<file path="src/rtl/mdu_sequencer.sv">
// mdu_sequencer -- iterative RV32M multiply/divide unit.
//
// Accepts one request at a time, runs a 32-step shift-add multiply or
// restoring divide on operand magnitudes, fixes the sign at the end, and
// holds the result until the consumer takes it.
//
// Timing: the cycle after the accept edge is cycle 1. Iterative ops are busy
// in cycles 1..32 and present out_valid from cycle 33. Divide-by-zero,
// signed overflow and (without divide support) any divide op present
// out_valid from cycle 1.
//
// Handshakes: a request transfers on a rising edge where in_valid & in_ready.
// A result transfers on a rising edge where out_valid & out_ready.
// out_valid, result and op_illegal stay stable until that transfer.
//
// Configuration: define MDU_DIV_EN to compile in the divide datapath. When it
// is undefined, divide ops complete at once with result 0 and op_illegal 1.
//
// Ports:
//   clk, rst_n           clock, asynchronous active-low reset
//   in_valid / in_ready  request handshake
//   funct3               RV32M op select
//   src_a, src_b         rs1 / rs2 operands, latched on accept
//   flush                abort any operation, return to IDLE
//   busy                 high in every state except IDLE
//   out_valid/out_ready  result handshake
//   result, op_illegal   outputs, forced to 0 while out_valid is low
//   dbg_state            current FSM state (IDLE=0, MUL=1, DIV=2, DONE=3)
module mdu_sequencer (
    input  logic        clk,
    input  logic        rst_n,
    input  logic        in_valid,
    output logic        in_ready,
    input  logic [2:0]  funct3,
    input  logic [31:0] src_a,
    input  logic [31:0] src_b,
    input  logic        flush,
    output logic        busy,
    output logic        out_valid,
    input  logic        out_ready,
    output logic [31:0] result,
    output logic        op_illegal,
    output logic [1:0]  dbg_state
);

    typedef enum logic [1:0] {IDLE = 2'd0, MUL = 2'd1, DIV = 2'd2, DONE = 2'd3} state_e;

    state_e      state_q, state_d;
    logic [4:0]  cnt_q, cnt_d;
    logic [2:0]  op_q, op_d;
    logic        neg_a_q, neg_a_d;
    logic        neg_b_q, neg_b_d;
    logic [31:0] opnd_q, opnd_d;     // multiplicand magnitude or divisor magnitude
    logic [63:0] acc_q, acc_d;       // {partial product, multiplier} or {remainder, quotient}
    logic [31:0] result_q, result_d;
    logic        illegal_q, illegal_d;

    logic        accept;
    logic        a_signed, b_signed;
    logic [31:0] mag_a, mag_b;
    logic [32:0] mul_sum;
    logic [63:0] mul_next, mul_prod;
    logic [31:0] mul_result;

    assign in_ready   = (state_q == IDLE) & ~flush;
    assign accept     = in_valid & in_ready;
    assign busy       = (state_q != IDLE);
    assign out_valid  = (state_q == DONE);
    assign result     = out_valid ? result_q : 32'd0;
    assign op_illegal = out_valid & illegal_q;
    assign dbg_state  = state_q;

    // Which operands are treated as two's complement for this op.
    always_comb begin
        a_signed = 1'b0;
        b_signed = 1'b0;
        case (funct3)
            3'b001: begin a_signed = 1'b1; b_signed = 1'b1; end // MULH
            3'b010: begin a_signed = 1'b1; b_signed = 1'b0; end // MULHSU
            3'b100: begin a_signed = 1'b1; b_signed = 1'b1; end // DIV
            3'b110: begin a_signed = 1'b1; b_signed = 1'b1; end // REM
            default: begin a_signed = 1'b0; b_signed = 1'b0; end
        endcase
    end

    assign mag_a = (a_signed & src_a[31]) ? (32'd0 - src_a) : src_a;
    assign mag_b = (b_signed & src_b[31]) ? (32'd0 - src_b) : src_b;

    // One shift-add step: add the multiplicand when the current multiplier
    // bit is set, then shift the whole accumulator right by one.
    assign mul_sum    = {1'b0, acc_q[63:32]} + {1'b0, (acc_q[0] ? opnd_q : 32'd0)};
    assign mul_next   = {mul_sum, acc_q[31:1]};
    assign mul_prod   = (neg_a_q ^ neg_b_q) ? (64'd0 - mul_next) : mul_next;
    // MUL takes the low word; only MUL has op 000, its sign flags are clear.
    assign mul_result = (op_q == 3'b000) ? mul_prod[31:0] : mul_prod[63:32];

`ifdef MDU_DIV_EN
    logic [32:0] div_sh;
    logic        div_ge;
    logic [31:0] div_diff;
    logic [63:0] div_next;
    logic [31:0] div_q, div_r, div_result;

    // One restoring step: shift the next dividend bit into the remainder and
    // subtract the divisor only when it fits.
    assign div_sh     = {acc_q[63:32], acc_q[31]};
    assign div_ge     = (div_sh >= {1'b0, opnd_q});
    assign div_diff   = div_sh[31:0] - opnd_q;
    assign div_next   = div_ge ? {div_diff, acc_q[30:0], 1'b1}
                               : {div_sh[31:0], acc_q[30:0], 1'b0};
    assign div_q      = div_next[31:0];
    assign div_r      = div_next[63:32];
    assign div_result = op_q[1] ? (neg_a_q ? (32'd0 - div_r) : div_r)
                                : ((neg_a_q ^ neg_b_q) ? (32'd0 - div_q) : div_q);
`endif

    always_comb begin
        state_d   = state_q;
        cnt_d     = cnt_q;
        op_d      = op_q;
        neg_a_d   = neg_a_q;
        neg_b_d   = neg_b_q;
        opnd_d    = opnd_q;
        acc_d     = acc_q;
        result_d  = result_q;
        illegal_d = illegal_q;

        if (flush) begin
            state_d   = IDLE;
            cnt_d     = 5'd0;
            result_d  = 32'd0;
            illegal_d = 1'b0;
        end else begin
            case (state_q)
                IDLE: begin
                    if (accept) begin
                        op_d      = funct3;
                        neg_a_d   = a_signed & src_a[31];
                        neg_b_d   = b_signed & src_b[31];
                        cnt_d     = 5'd0;
                        result_d  = 32'd0;
                        illegal_d = 1'b0;
                        if (!funct3[2]) begin
                            state_d = MUL;
                            opnd_d  = mag_a;
                            acc_d   = {32'd0, mag_b};
                        end else begin
`ifdef MDU_DIV_EN
                            if (src_b == 32'd0) begin
                                state_d  = DONE;
                                result_d = funct3[1] ? src_a : 32'hFFFF_FFFF;
                            end else if (!funct3[0] && (src_a == 32'h8000_0000) &&
                                         (src_b == 32'hFFFF_FFFF)) begin
                                state_d  = DONE;
                                result_d = funct3[1] ? 32'd0 : 32'h8000_0000;
                            end else begin
                                state_d = DIV;
                                opnd_d  = mag_b;
                                acc_d   = {32'd0, mag_a};
                            end
`else
                            state_d   = DONE;
                            result_d  = 32'd0;
                            illegal_d = 1'b1;
`endif
                        end
                    end
                end
                MUL: begin
                    acc_d = mul_next;
                    cnt_d = cnt_q + 5'd1;
                    if (cnt_q == 5'd31) begin
                        state_d  = DONE;
                        result_d = mul_result;
                    end
                end
                DIV: begin
`ifdef MDU_DIV_EN
                    acc_d = div_next;
                    cnt_d = cnt_q + 5'd1;
                    if (cnt_q == 5'd31) begin
                        state_d  = DONE;
                        result_d = div_result;
                    end
`else
                    state_d = IDLE;
`endif
                end
                DONE: begin
                    if (out_ready) begin
                        state_d   = IDLE;
                        result_d  = 32'd0;
                        illegal_d = 1'b0;
                    end
                end
            endcase
        end
    end

    always_ff @(posedge clk or negedge rst_n) begin
        if (!rst_n) begin
            state_q   <= IDLE;
            cnt_q     <= 5'd0;
            op_q      <= 3'd0;
            neg_a_q   <= 1'b0;
            neg_b_q   <= 1'b0;
            opnd_q    <= 32'd0;
            acc_q     <= 64'd0;
            result_q  <= 32'd0;
            illegal_q <= 1'b0;
        end else begin
            state_q   <= state_d;
            cnt_q     <= cnt_d;
            op_q      <= op_d;
            neg_a_q   <= neg_a_d;
            neg_b_q   <= neg_b_d;
            opnd_q    <= opnd_d;
            acc_q     <= acc_d;
            result_q  <= result_d;
            illegal_q <= illegal_d;
        end
    end

endmodule

</file>
<file path="config.mk">
export PLATFORM = sky130hd
export DESIGN_NAME = mdu_sequencer
export DESIGN_NICKNAME = d
export VERILOG_FILES = /design/src/rtl/mdu_sequencer.sv
export SDC_FILE = /design/constraint.sdc
export NUM_CORES = 1
export LEC_CHECK = 0
export CAP_MARGIN = 20
export CORE_MARGIN = 5
export CORE_UTILIZATION = 59
export DETAILED_ROUTE_END_ITERATION = 16
export HOLD_SLACK_MARGIN = 0.06
export PLACE_DENSITY = 0.88
export SYNTH_ARGS = -nofsm -noshare
export SYNTH_HDL_FRONTEND = slang
export SYNTH_SLANG_ARGS = --single-unit
</file>
<file path="constraint.sdc">
create_clock -name clk -period 5.35 [get_ports clk]
set_clock_uncertainty 0.1 [all_clocks]
set_input_delay 0.8025 -clock clk [delete_from_list [all_inputs] [get_ports clk]]
set_output_delay 0.8025 -clock clk [all_outputs]
set_load 0.02 [all_outputs]
</file>
# Word-level counts from Yosys, hierarchy flattened
# Cells that the tools add are included.
[totals]
regBits = 141
in_bits = 72
output_inout_bits = 38
word_cells = 81
[classes]
add_sub_neg = 5
n_eq_ne = 13
n_mux = 30
bitwise_logic = 8
n_reduce_logical = 16
[ops]
columns = ["operator", "n"]
rows = [
  ["$mux W32", 9],
  ["$mux W64", 3],
  ["$pmux W64 S2", 1],
  ["$pmux W32 S3", 1],
  ["$sub A1 B32 Y32 const A", 2],
  ["$sub A1 B64 Y64 const A", 1],
  ["$add A32 B32 Y33", 1],
  ["$reduce_and A4 Y1", 3],
  ["$mux W2", 5],
  ["$mux W5", 2],
  ["$pmux W5 S2", 1],
  ["$reduce_and A3 Y1", 3],
  ["$pmux W2 S4", 1],
  ["$eq A3 B3 Y1 const B", 2],
  ["$mux W1", 6],
  ["$ne A3 B3 Y1 const B", 2],
  ["$reduce_bool A3 Y1", 2],
  ["$add A5 B1 Y5 const B", 1],
  ["$and A1 B1 Y1", 5],
  ["$eq A5 B5 Y1 const B", 1],
  ["$eq A2 B2 Y1 const B", 2],
  ["$ne A2 B2 Y1 const B", 2],
  ["$reduce_bool A2 Y1", 2],
  ["$reduce_bool A4 Y1", 1],
  ["12 further kinds", 13],
]

# Logic depth before layout (Yosys ltp)
[depth]
depth_word = 8
mapped_depth = 14
ltp_nobuf = 13

# Least setup slack after synthesis
# OpenSTA, ideal clock, no wires.
[synth_timing]
path_type = "register -> register"
startpoint = "register acc_q[0]"
endpoint = "register result_q[30]"
setup_time_ps = 147
arrival_ps = 3876
required_ps = 5103
setup_slack_ps = 1226
path_stages_with_launch = 15
n_path_buf = 1
synth_period_minus_slack_ps = 4124
cell_sequence = "dfrtp_1 > clkbuf_1 > and2_1 > ha_1 > fa_1 > a21o_1 > a311o_1 > a21oi_2 > xnor2_1 > or4_4 > nor4_1 > nand4_1 > o41ai_2 > xor2_1 > o221ai_1"
[synth_via]
elab_chain_cells = 8
[synth_lines]
columns = ["element", "line_no", "text"]
rows = [
  ["start: declaration", "54", "logic [63:0] acc_q, acc_d;"],
  ["start signal: assignment", "208", "acc_q <= 64'd0;"],
  ["start signal: assignment", "218", "acc_q <= acc_d;"],
  ["$mux W32 (*)", "91", "assign mul_sum = {1'b0, acc_q[63:32]} + {1'b0, (acc_q[0] ? opnd_q : 32'd0)};"],
  ["$add A32 B32 Y33 (*)", "91", ""],
  ["$sub A1 B64 Y64", "93", "assign mul_prod = (neg_a_q ^ neg_b_q) ? (64'd0 - mul_next) : mul_next;"],
  ["$mux W64 (*)", "93", ""],
  ["$mux W32 (*)", "95", "assign mul_result = (op_q == 3'b000) ? mul_prod[31:0] : mul_prod[63:32];"],
  ["$mux W32 (*)", "172", "if (cnt_q == 5'd31) begin"],
  ["$pmux W32 S3 (*)", "134", "case (state_q)"],
  ["$mux W32 (*)", "128", "if (flush) begin"],
  ["end signal: assignment", "219", "result_q <= result_d;"],
  ["end: declaration", "55", "logic [31:0] result_q, result_d;"],
]
# Mark *: on every way between the ends. The rest lies on a longest branch, timed or not. The select of a mux whose other input is x is not followed.
# A chain may end at the register's enable or synchronous reset.

# Worst setup path in the final report
# Ends and elaborated chain as after synthesis.

==> run_summary.xml <==
<?xml version="1.0" encoding="UTF-8"?>
<metrics>
  <group name="run_status">
    <metric name="status" unit="">completed</metric>
  </group>
  <group name="cts">
    <metric name="clock_sinks" unit="">141</metric>
    <metric name="cts_tree" unit="">yes</metric>
    <metric name="cts_hold_repair.buffers" unit="">0</metric>
    <metric name="cts.root.buffer_cell" unit="">sky130_fd_sc_hd__clkbuf_16</metric>
    <metric name="cts.htree.levels" unit="">4</metric>
    <metric name="clk-insertion-delay-late" unit="ns">0.43</metric>
    <metric name="numCtsBuffers" unit="">17</metric>
    <metric name="path_clk_slew" unit="ns">0.06</metric>
    <metric name="cts.repair.resized" unit="">0</metric>
    <metric name="clock_tree_buf_depth" unit="">2</metric>
    <metric name="post-cts-setup-buffers" unit="">0</metric>
  </group>
  <group name="timing">
    <metric name="layout_min_cycle_time" unit="ns">4.63</metric>
    <metric name="report.final.hold_viol_count" unit="">0</metric>
    <metric name="whs" unit="ns">0.372</metric>
    <metric name="final.setup.tns" unit="ns">0</metric>
    <metric name="tightestPinTransition" unit="ns">1.13</metric>
    <metric name="worst_slew_margin_rel" unit="%">24.9</metric>
    <metric name="setup_viol_count_final" unit="">0</metric>
    <metric name="grt_setup_unrepaired" unit="">no</metric>
    <metric name="layout_worst_path_cycle_share" unit="%">86.5</metric>
    <metric name="clock.fmax" unit="GHz">0.216</metric>
    <metric name="timing.final.max_slew_violations" unit="">0</metric>
  </group>
  <group name="floorplan">
    <metric name="die_h" unit="µm">146</metric>
    <metric name="ioPinCount" unit="">110</metric>
    <metric name="core_area" unit="µm²">18100</metric>
    <metric name="fp.dieW" unit="µm">146</metric>
    <metric name="die_area" unit="µm²">21300</metric>
    <metric name="initial_utilization" unit="%">60.4</metric>
    <metric name="rows" unit="">49</metric>
  </group>
  <group name="power">
    <metric name="total_leakage_power" unit="nW">5.30</metric>
    <metric name="worst_ir_drop_on_vdd" unit="mV">0.307</metric>
    <metric name="powerDensity" unit="nW/µm²">436</metric>
  </group>
  <group name="layout">
    <metric name="final_cell_count_no_fill" unit="">1671</metric>
    <metric name="diodes" unit="">0</metric>
    <metric name="multi_input_area" unit="µm²">7070</metric>
    <metric name="seqCellArea" unit="µm²">3530</metric>
    <metric name="flow.area_growth_from_synthesis" unit="%">17.6</metric>
    <metric name="final_layout_size_suffix_gt1_share" unit="%">7.21</metric>
    <metric name="final_net_count" unit="">1539</metric>
    <metric name="layout.filler_cells" unit="">1339</metric>
    <metric name="final_area" unit="µm²">12900</metric>
  </group>
  <group name="setup_path">
    <metric name="timing.critical_path.from_type" unit="">register</metric>
    <metric name="critPathMaxFanout" unit="">28</metric>
    <metric name="end_kind" unit="">register</metric>
    <metric name="critical_path_arrival" unit="ns">4.80</metric>
    <metric name="worst-setup-path-type" unit="">reg2reg</metric>
    <metric name="required" unit="ns">5.52</metric>
  </group>
  <group name="yosys">
    <metric name="post_synth_main_area_contributors" unit="">sky130_fd_sc_hd__dfrtp_1 (32%), sky130_fd_sc_hd__a21oi_1 (6.8%), sky130_fd_sc_hd__xor2_1 (5.7%)</metric>
    <metric name="synthFlopType" unit="">sky130_fd_sc_hd__dfrtp_1</metric>
    <metric name="netlist-cell-type-count" unit="">74</metric>
    <metric name="synth_top_cell_area_share" unit="%">32.3</metric>
    <metric name="synth_cells" unit="">1364</metric>
    <metric name="ys.warnings.count" unit="">0</metric>
    <metric name="post_synth_instance_area" unit="µm²">10900</metric>
    <metric name="yosys.area.top_type" unit="">sky130_fd_sc_hd__dfrtp_1</metric>
    <metric name="synth_seq_cells" unit="">141</metric>
    <metric name="synthesis.area_per_instance" unit="µm²">8.01</metric>
    <metric name="fraction_of_the_yosys_area_taken_by_sequential_cells" unit="%">32.3</metric>
    <metric name="synthArstFlopShare" unit="%">100</metric>
    <metric name="number_of_nets_in_the_synthesized_netlist" unit="">1474</metric>
    <metric name="synth-edff-count" unit="">0</metric>
  </group>
  <group name="place">
    <metric name="dp.final_hpwl" unit="µm">22700</metric>
    <metric name="dp_cells" unit="">1638</metric>
    <metric name="port-buffer-count" unit="">109</metric>
    <metric name="placed_cell_area" unit="µm²">12200</metric>
    <metric name="gp_congestion" unit="">0.963</metric>
  </group>
  <group name="worst_hold_path">
    <metric name="hold_path_class" unit="">in2async</metric>
  </group>
  <group name="detailed_routing">
    <metric name="detail_route.wirelength" unit="µm">31300</metric>
    <metric name="count_of_tritonroute_iterations_in_the_first_routing_pass" unit="">6</metric>
    <metric name="postRouteAntennaNets" unit="">0</metric>
    <metric name="route.vias.total" unit="">10700</metric>
    <metric name="viasPerCell" unit="">6.42</metric>
    <metric name="avgRoutedWirePerCell" unit="µm">18.7</metric>
    <metric name="drt-initial-drc-count" unit="">1047</metric>
    <metric name="post-route-drc-count" unit="">0</metric>
  </group>
  <group name="global_routing">
    <metric name="total_gr_overflow" unit="">0</metric>
    <metric name="gr-usage-all-layers" unit="%">28.8</metric>
    <metric name="global_route_wire_length_before_repair" unit="µm">51000</metric>
    <metric name="largest_net_degree_at_the_start_of_global_routing" unit="">100</metric>
    <metric name="antenna_found_initial" unit="">0</metric>
    <metric name="first_global_vias" unit="">10200</metric>
  </group>
  <group name="flow_run">
    <metric name="cap_viol_max_count" unit="">0</metric>
  </group>
</metrics>
state kept, by name, indices dropped and copies added, names as in the netlist:
signal / flops
neg_a_q: 1
illegal_q: 1
neg_b_q: 1
dbg_state: 2
acc_q: 64
opnd_q: 32
cnt_q: 5
op_q: 3
result_q: 32
power breakdown:
part / internal [W] / total [W] / switching (W)
Combinational: 0.00106 / 0.00280 / 0.00174
Sequential: 0.00130 / 0.00153 / 0.000228
Clock: 0.000807 / 0.00128 / 0.000468
final cells by class:
class	instances	share of cell area [%]
clock buffer	23	3.95
timing repair buffer	128	9.76
tap	229	2.23
multi-input combinational	1120	55.0
sequential	141	27.5
clock inverter	9	1.02
inverter	21	0.613
critical path, stage by stage, from the launching register on:
cell and delay [ns]:
sky130_fd_sc_hd__dfrtp_1 0.41, sky130_fd_sc_hd__buf_4 0.21, sky130_fd_sc_hd__and2_1 0.19, sky130_fd_sc_hd__fa_1 0.42
sky130_fd_sc_hd__a21o_1 0.22, sky130_fd_sc_hd__a311o_1 0.44, sky130_fd_sc_hd__a21oi_2 0.25, sky130_fd_sc_hd__xnor2_1 0.17
sky130_fd_sc_hd__or4_4 0.59, sky130_fd_sc_hd__nor4_1 0.41, sky130_fd_sc_hd__nand4_1 0.31, sky130_fd_sc_hd__o41ai_2 0.42
sky130_fd_sc_hd__xor2_1 0.21, sky130_fd_sc_hd__o221ai_1 0.12
final timing paths:
kind	cells past startpoint	slack, ns	from	end
setup / recovery	13	0.72	acc_q[0]$_DFFE_PN0P_	result_q[30]$_DFFE_PN0P_
hold / removal	1	0.37	rst_n	cnt_q[0]$_DFFE_PN0P_
setup reg to reg	13	0.72	acc_q[0]$_DFFE_PN0P_	result_q[30]$_DFFE_PN0P_
hold reg to reg	2	0.38	result_q[18]$_DFFE_PN0P_	result_q[18]$_DFFE_PN0P_
max in group asynchronous	2	3.66	rst_n	opnd_q[22]$_DFFE_PN0P_
min in group clk	2	0.38	result_q[18]$_DFFE_PN0P_	result_q[18]$_DFFE_PN0P_
cells in the mapped netlist (6+ instances only):
| cell | count |
|---|---|
| sky130_fd_sc_hd__o31ai_1 | 23 |
| sky130_fd_sc_hd__dfrtp_1 | 141 |
| sky130_fd_sc_hd__a22oi_1 | 6 |
| sky130_fd_sc_hd__a32o_1 | 7 |
| sky130_fd_sc_hd__and3_1 | 42 |
| sky130_fd_sc_hd__mux2_2 | 6 |
| sky130_fd_sc_hd__xor2_1 | 71 |
| sky130_fd_sc_hd__or4_1 | 8 |
| sky130_fd_sc_hd__or2_2 | 8 |
| sky130_fd_sc_hd__o41ai_1 | 7 |
| sky130_fd_sc_hd__inv_1 | 21 |
| sky130_fd_sc_hd__ha_1 | 37 |
| sky130_fd_sc_hd__o21ai_0 | 113 |
| sky130_fd_sc_hd__a31oi_1 | 6 |
| sky130_fd_sc_hd__o21ai_1 | 8 |
| sky130_fd_sc_hd__nor2_1 | 140 |
| sky130_fd_sc_hd__nand4_1 | 11 |
| sky130_fd_sc_hd__xnor2_1 | 65 |
| sky130_fd_sc_hd__nand2_1 | 157 |
| sky130_fd_sc_hd__nor4_1 | 20 |
| sky130_fd_sc_hd__nor3_1 | 24 |
| sky130_fd_sc_hd__o211ai_1 | 7 |
| sky130_fd_sc_hd__a22o_1 | 34 |
| sky130_fd_sc_hd__clkbuf_1 | 72 |
| sky130_fd_sc_hd__or3_1 | 14 |
| sky130_fd_sc_hd__nor2b_1 | 6 |
| sky130_fd_sc_hd__nand3_1 | 14 |
| sky130_fd_sc_hd__o221ai_1 | 13 |
| sky130_fd_sc_hd__and2_1 | 38 |
| sky130_fd_sc_hd__a21oi_1 | 148 |
| sky130_fd_sc_hd__buf_1 | 6 |
metrics by stage:
stage | util (%) | setup slack [ns] | total power, W
2_1_floorplan | - | 1.23 | 0.00349
3_3_place_gp | 67.4 | 0.982 | 0.00417
3_5_place_dp | 67.4 | 0.792 | 0.00423
4_1_cts | 70.9 | 0.766 | 0.00554
5_1_grt | 71.1 | 0.373 | 0.00593
6_report | 71.1 | 0.721 | 0.00560
kinds of logic (layout without fill, tap and decap cells):
kind of cell	Yosys count	in the layout	synth area share (%)
compound gates	427	427	25.0
xor+xnor	136	136	10.9
fa+ha+maj	38	38	4.42
buf+inv	103	181	3.58
flops	141	141	32.3
mux	7	7	0.710
simple gates	512	512	23.1
routing by layer:
layer	wire [µm]	GRT usage [%]
met5	0	0
met1	13200	38.6
met4	814	8.80
met2	15100	47.3
met3	2250	6.07
layout by cell type, fill, tap and decap left out, types with 38 or more instances in the layout:
master | netlist | final
sky130_fd_sc_hd__nand2_1 | 157 | 157
sky130_fd_sc_hd__a21oi_1 | 148 | 148
sky130_fd_sc_hd__dfrtp_1 | 141 | 141
sky130_fd_sc_hd__nor2_1 | 140 | 137
sky130_fd_sc_hd__o21ai_0 | 113 | 113
sky130_fd_sc_hd__clkdlybuf4s50_1 | 0 | 108
sky130_fd_sc_hd__xor2_1 | 71 | 70
sky130_fd_sc_hd__xnor2_1 | 65 | 65
sky130_fd_sc_hd__and3_1 | 42 | 42
sky130_fd_sc_hd__and2_1 | 38 | 38
(Power assumes the default switching activity.)
